<file path="config.mk">
export PLATFORM = sky130hd
export DESIGN_NAME = mem_port_arbiter
export DESIGN_NICKNAME = d
export VERILOG_FILES = /design/src/rtl/mem_port_arbiter.sv
export SDC_FILE = /design/constraint.sdc
export NUM_CORES = 1
export LEC_CHECK = 0
export BUFFER_PORTS_ARGS = -buffer_cell sky130_fd_sc_hd__buf_2
export CAP_MARGIN = 20
export CORE_MARGIN = 5
export CORE_UTILIZATION = 42
export DETAILED_ROUTE_END_ITERATION = 7
export HOLD_SLACK_MARGIN = 0.12
export PLACE_DENSITY_LB_ADDON = 0.2
export SLEW_MARGIN = 30
export SYNTH_ARGS = -nofsm -noshare
export SYNTH_HDL_FRONTEND = slang
export SYNTH_SLANG_ARGS = --single-unit
</file>
<file path="constraint.sdc">
create_clock -name clk -period 2.5 [get_ports clk]
set_clock_uncertainty 0.2 [all_clocks]
set_input_delay 0.625 -clock clk [delete_from_list [all_inputs] [get_ports clk]]
set_output_delay 0.625 -clock clk [all_outputs]
set_load 0.01 [all_outputs]
</file>
<file path="src/rtl/mem_port_arbiter.sv">
// rtl/mem_port_arbiter.sv - two-requester arbiter/sequencer for the shared memory data port
//
// Purpose: arbitrates the CPU load/store unit (r0) and the program loader/debug
// port (r1) onto the single memory port. Round-robin with a bounded burst lock.
// Each command is latched, issued for one cycle (ACCESS), and completed one cycle
// later (RESP) with registered read data. Writes into the instruction bank can
// be suppressed.
//
// Ports:
//   clk, rst                 clock, asynchronous active-high reset
//   rN_req_i/we_i/lock_i     command request, direction, keep-ownership hint
//   rN_addr_i/wdata_i        byte address (bit 0 ignored), write data
//   rN_gnt_o                 command is on the memory port this cycle
//   rN_done_o/err_o          completion pulse, suppressed-write flag
//   rN_rdata_o               last read data for that requester
//   mem_addr_o/we_o/wdata_o  memory address_bus / write_mode / incoming_data_bus
//   mem_rdata_i              memory data_bus (combinational read)
module mem_port_arbiter #(
  parameter int AW       = 12,
  parameter int DW       = 16,
  parameter int LOCK_MAX = 4,
  parameter bit IMEM_WP  = 1'b1
) (
  input  logic          clk,
  input  logic          rst,
  input  logic          r0_req_i,
  input  logic          r0_we_i,
  input  logic          r0_lock_i,
  input  logic [AW-1:0] r0_addr_i,
  input  logic [DW-1:0] r0_wdata_i,
  output logic          r0_gnt_o,
  output logic          r0_done_o,
  output logic          r0_err_o,
  output logic [DW-1:0] r0_rdata_o,
  input  logic          r1_req_i,
  input  logic          r1_we_i,
  input  logic          r1_lock_i,
  input  logic [AW-1:0] r1_addr_i,
  input  logic [DW-1:0] r1_wdata_i,
  output logic          r1_gnt_o,
  output logic          r1_done_o,
  output logic          r1_err_o,
  output logic [DW-1:0] r1_rdata_o,
  output logic [AW-1:0] mem_addr_o,
  output logic          mem_we_o,
  output logic [DW-1:0] mem_wdata_o,
  input  logic [DW-1:0] mem_rdata_i
);

  localparam int CW = (LOCK_MAX < 1) ? 1 : $clog2(LOCK_MAX + 1);

  typedef enum logic [1:0] {IDLE, ACCESS, RESP} state_e;

  state_e          state_q, state_d;
  logic            owner_q, last_q, lock_q, we_q, sup_q;
  logic [CW-1:0]   burst_cnt_q, burst_cnt_d;
  logic [AW-1:0]   mem_addr_q;
  logic [DW-1:0]   mem_wdata_q, rdata0_q, rdata1_q;

  logic            arb_phase, grant, winner, keep_owner;
  logic            sel_we, sel_lock;
  logic [AW-1:0]   sel_addr;
  logic [DW-1:0]   sel_wdata;

  // Arbitration and winner selection.
  always_comb begin
    arb_phase  = (state_q != ACCESS);
    grant      = arb_phase && (r0_req_i || r1_req_i);
    // The previous owner keeps a tie only while its lock is live and the burst is unsaturated.
    keep_owner = lock_q && (burst_cnt_q < CW'(LOCK_MAX));
    if (r0_req_i && r1_req_i) winner = keep_owner ? last_q : ~last_q;
    else                      winner = r1_req_i;
    sel_we    = winner ? r1_we_i    : r0_we_i;
    sel_lock  = winner ? r1_lock_i  : r0_lock_i;
    sel_addr  = winner ? r1_addr_i  : r0_addr_i;
    sel_wdata = winner ? r1_wdata_i : r0_wdata_i;
    // Re-grant under lock counts up (saturating); anything else starts a new burst.
    if ((winner == last_q) && lock_q)
      burst_cnt_d = (burst_cnt_q == CW'(LOCK_MAX)) ? burst_cnt_q : burst_cnt_q + CW'(1);
    else
      burst_cnt_d = CW'(1);
  end

  // State register.
  always_ff @(posedge clk or posedge rst) begin
    if (rst) state_q <= IDLE;
    else     state_q <= state_d;
  end

  // Next-state logic.
  always_comb begin
    state_d = IDLE;
    case (state_q)
      IDLE, RESP: state_d = grant ? ACCESS : IDLE;
      ACCESS:     state_d = RESP;
      default:    state_d = IDLE;
    endcase
  end

  // Command latch, arbitration history and read-data capture.
  always_ff @(posedge clk or posedge rst) begin
    if (rst) begin
      owner_q     <= 1'b0;
      last_q      <= 1'b1;
      lock_q      <= 1'b0;
      we_q        <= 1'b0;
      sup_q       <= 1'b0;
      burst_cnt_q <= '0;
      mem_addr_q  <= '0;
      mem_wdata_q <= '0;
      rdata0_q    <= '0;
      rdata1_q    <= '0;
    end else begin
      if (grant) begin
        owner_q     <= winner;
        last_q      <= winner;
        lock_q      <= sel_lock;
        we_q        <= sel_we;
        sup_q       <= IMEM_WP && sel_we && (sel_addr[AW-1:AW-2] == 2'b00);
        burst_cnt_q <= burst_cnt_d;
        // Halfword aligned; the register also holds the port value outside ACCESS.
        mem_addr_q  <= sel_addr & ~AW'(1);
        mem_wdata_q <= sel_wdata;
      end
      if ((state_q == ACCESS) && !we_q) begin
        if (owner_q) rdata1_q <= mem_rdata_i;
        else         rdata0_q <= mem_rdata_i;
      end
    end
  end

  // Outputs; mem_we is combinational so an async reset removes it before the edge.
  always_comb begin
    r0_gnt_o    = (state_q == ACCESS) && !owner_q;
    r1_gnt_o    = (state_q == ACCESS) &&  owner_q;
    r0_done_o   = (state_q == RESP)   && !owner_q;
    r1_done_o   = (state_q == RESP)   &&  owner_q;
    r0_err_o    = r0_done_o && sup_q;
    r1_err_o    = r1_done_o && sup_q;
    mem_we_o    = (state_q == ACCESS) && we_q && !sup_q;
    mem_addr_o  = mem_addr_q;
    mem_wdata_o = mem_wdata_q;
    r0_rdata_o  = rdata0_q;
    r1_rdata_o  = rdata1_q;
  end

endmodule

</file>
; ---- After elaboration in Yosys (flattened, before gate mapping)
; Cells that the tools add are included.
[classes]
n_addsub = 1
n_lt_le_gt_ge = 1
eq_ne = 6
muxes = 10
n_bitwise = 2
reduce_logical = 24
[ops]
columns = cell, count
row1 = 16-bit two-way mux, 1
row2 = 1-bit logical AND, 14
row3 = 12-bit two-way mux, 1
row4 = 3-bit two-way mux, 2
row5 = 2-bit AND reduction, 3
row6 = 1-bit two-way mux, 5
row7 = 2-bit logical NOT, 2
row8 = 2-bit one-hot mux with 2 select lines, 1
row9 = "3-bit by 1-bit adder with 3-bit output, second input constant", 1
row10 = "3-bit equality test, second input constant", 1
row11 = 1-bit logical NOT, 3
row12 = "3-bit < comparator, second input constant", 1
row13 = "2-bit by 1-bit equality test with 1-bit output, second input constant", 1
row14 = "2-bit equality test, second input constant", 1
row15 = "2-bit by 1-bit inequality test with 1-bit output, second input constant", 1
row16 = "2-bit inequality test, second input constant", 1
row17 = 1-bit NOT, 2
row18 = 2-bit OR reduction, 1
row19 = 1-bit equality test, 1
row20 = 1-bit logical OR, 1
[word_totals]
reg_bits = 69
inputBits = 80
out_inout_bits = 67
word_cells = 55

; ---- Logic depth before layout (Yosys ltp)
[depth]
depth_word = 8
mapped_depth = 8
ltp_nobuf = 5

; ---- Worst setup path after synthesis
; Ideal clock, no wire load.
[synth_timing]
kind = reg-to-output
startpoint = reg owner_q
endpoint = out r0_err_o
arrival_ns = 1.035
required_time_ns = 1.675
path_slack_ns = 0.640
stages_incl_launch_ff = 3
path_buffers = 0
cell_sequence = dfrtp_1 nor3b_1 and2_1
[synth_between]
elab_chain_cells = 3
[synth_rtl]
columns = element, line_no
row1 = "start, declared", 55  ; logic owner_q, last_q, lock_q, we_q, sup_q;
row2 = "start signal, assigned", 115  ; owner_q <= winner;
row3 = 1-bit logical NOT, 136  ; r0_done_o = (state_q == RESP) && !owner_q;
row4 = 1-bit logical AND, 136
row5 = named net r0_done_o, 32  ; output logic r0_done_o,
row6 = 1-bit logical AND, 138  ; r0_err_o = r0_done_o && sup_q;
row7 = "end, declared", 33  ; output logic r0_err_o,
; The timed path passes the listed nets, and every way through them passes these cells.

; ---- Worst setup path after layout
[layout_timing]
startpoint = reg state_q[0]
endpoint = out r1_gnt_o
[layout_between]
elab_chain_cells = 2
[layout_rtl]
columns = element, line_no
row1 = "start, declared", 54  ; state_e state_q, state_d;
row2 = "start signal, assigned", 87  ; else state_q <= state_d;
row3 = 2-bit by 1-bit equality test with 1-bit output, 135  ; r1_gnt_o = (state_q == ACCESS) && owner_q;
row4 = 1-bit logical AND, 135
row5 = "end, declared", 40  ; output logic r1_gnt_o,
; Every way passes these cells.

==> flow_summary.ini <==
[run_status]
outcome = completed

[clocking]
cts_buffers = 9
ctsHoldBuffers = 0
post_cts_buffers = 0
clkTransAtPathRegs_ns = 0.08
clk_latency_ns = 0.33
cts_tree = yes
numClockSinks = 69
postCtsResizedCells = 0
root_buffer = clkbuf_8
cts_max_level = 3
cts_buffer_depth = 2

[final_layout]
layoutNonFillerInstCount = 504
syn_to_final_growth_pct = 32.1
fin_area_um2 = 4190
antenna_cells = 0
final_nets = 482
num-fill-cells = 649
drive_gt1_share_pct = 51.6

[placement]
portBuffers = 143
dpl-instance-area_um2 = 3960
dp_hpwl_um = 5180
dp_cells = 488
place.gp.congestion = 0.750

[die]
ios = 147
initial_core_util_pct = 43.5
fp.dieH_um = 96.9
die_w_um = 96.9
die-area_um2 = 9380
coreArea_um2 = 7290
std_cell_rows = 31

[sta]
slew_violations = 0
tns_ns = 0
rsz0062_at_grt = false
fin_crit_ns = 2.30
setup_viol = 0
finalHoldViolCount = 0
period_share_pct = 91.8
fmax_mhz = 436

[worst_hold_path]
hold_class = in2async

[setup_path]
cpMaxStageDelayCell = dfrtp_1
cp_data_arrival_time_ns = 1.47
cpPeakStageDelay_ns = 0.41
worstPathCellList = nand2b_1, inv_2, and2_1, buf_2
cp-startpoint = state_q[0]
crit_type = reg2out
worstSetupStartpointType = register
cp_max_fo = 6
crit_required_ns = 1.67
critPathCaptureType = output pin
regToRegStartpoint = state_q[0]

[route]
drt_wl_total_um = 6950
initialDrtViolationCount = 64
first_pass_iters = 4
viasPerCell = 4.75
wl_per_cell_um = 13.8
drc = 0
ant_nets = 0
vias = 2394

[synthesis]
synth.area.top_cells = dfrtp_1 54%, mux2i_1 9.5%, mux2_2 7.8%
synth_seq_area_share_pct = 54.5
syn_inst = 252
synth_edf_count = 0
synth_compound_area_share_pct = 7.50
synth_ff_type = dfrtp_1
synth_seq_cells = 69
synth_top_family_by_area = multiplexers
syn_area_per_cell_um2 = 12.6
synth.top_cells.by_count = 68 x dfrtp_1, 36 x nor2_1, 30 x a21oi_1, 30 x mux2i_1, 22 x mux2_2
synth_mux_area_share_pct = 22.0
yosysTopAreaCell = dfrtp_1
synth_area_um2 = 3170
synth_nets = 334
yosysTopAreaCellShare_pct = 53.7
ys_types = 37
yosys.area_share.adder_pct = 0.790
synth_xor_xnor_area_share_pct = 0
synth-warning-count = 0
yosysMostFrequentCell = dfrtp_1
synth_simple_gate_area_share_pct = 9.71
async_reset_ff_share_pct = 100

[global_route]
gr-total-overflow = 0
antenna_found_initial = 0
grt_max_degree = 43
grt_pass1_wl_um = 11600
grt_util_all_layers_pct = 15.0
grt_pass1_vias = 2449

[power]
powerDensity_nw_per_um2 = 1030
p_leak_nw = 2.12
peakVddDrop_uv = 398

[flow_run]
cap_violations = 0
[metrics by stage]
stage          util [%]  hold WS, ns  power [mW]  setup slack, ns
5_1_grt            57.4        0.138        4.61            0.100
2_1_floorplan         -        0.242        2.77            0.640
4_1_cts            57.4        0.138        4.37            0.180
3_3_place_gp       54.4        0.270        3.32            0.490
6_report           57.4        0.141        4.31            0.204
3_5_place_dp       54.4        0.282        3.36            0.469
[worst max-delay path, delay by kind of cell, from the launching register on]
| family | cells | cell delay, ns |
|---|---|---|
| buffers and inverters | 2 | 0.25 |
| flip-flops | 1 | 0.41 |
| AND/OR/NAND/NOR | 2 | 0.49 |
[sequential cells by signal, summed over array words and instances, names as in the netlist]
signal and count:
burst_cnt_q 3, last_q 1, lock_q 1, mem_addr_o 11, mem_wdata_o 16, owner_q 1
r0_rdata_o 16, r1_rdata_o 16, state_q 2, sup_q 1, we_q 1
[logic make-up (layout without fill, tap and decap cells)]
family | after synthesis | count (layout)
other cells | 1 | 1
fa+ha+maj | 2 | 2
simple gates | 59 | 59
mux | 62 | 62
compound gates | 41 | 41
buf+inv | 18 | 171
flops | 69 | 69
[per-layer routing]
metal	track usage (%)	vias to the layer above	wire, um	part of all wire, %
li1	-	1174	-	-
met3	6.04	2	653	9.4
met1	19.5	1114	3120	45
met5	0	-	0	0
met4	4.21	0	29	0.42
met2	23.0	104	3150	45
[cells in the final DEF (no fill, tap or decap), types with 2 or more instances in the layout]
cell type | synthesis | layout
inv_1 | 3 | 2
nand2b_1 | 2 | 2
nor3b_1 | 2 | 2
clkinvlp_4 | 0 | 3
a21oi_1 | 30 | 30
mux2_4 | 10 | 10
nand3_1 | 3 | 3
clkbuf_8 | 0 | 9
bufinv_16 | 0 | 2
dfrtp_1 | 68 | 68
buf_12 | 2 | 3
nand2_1 | 5 | 5
o21ai_0 | 4 | 4
buf_2 | 4 | 143
nor2_1 | 36 | 35
buf_4 | 2 | 5
ha_1 | 2 | 2
and2_1 | 3 | 3
mux2i_1 | 30 | 30
mux2_2 | 22 | 22
[worst paths after layout]
path                            slack [ns]        endpoint  cells after the start
worst max-delay path                  0.20        r1_gnt_o                      4
worst min-delay path                  0.14   r0_rdata_o[8]                      3
worst max register to register        0.51  burst_cnt_q[0]                      6
worst min register to register        0.29      state_q[0]                      1
max in group asynchronous             1.59          last_q                      3
min in group clk                      0.29      state_q[0]                      1
[power by group]
part           leakage, nW  switching (mW)  internal (mW)
clock                0.106           0.437          0.565
combinational         1.21           0.737          0.792
sequential           0.805           0.243           1.54
total                 2.12            1.42           2.89
[layout make-up]
cell class                      instances  area (um^2)  share of cell area [%]
Multi-Input combinational cell        165         1280                    30.6
Inverter                                4         18.8                   0.448
Clock inverter                          7         97.6                    2.33
Timing Repair Buffer                  151          813                    19.4
Sequential cell                        69         1730                    41.3
Clock buffer                            9          124                    2.96
Tap cell                               99          124                    2.96
Power figures use the tool's default switching activity.
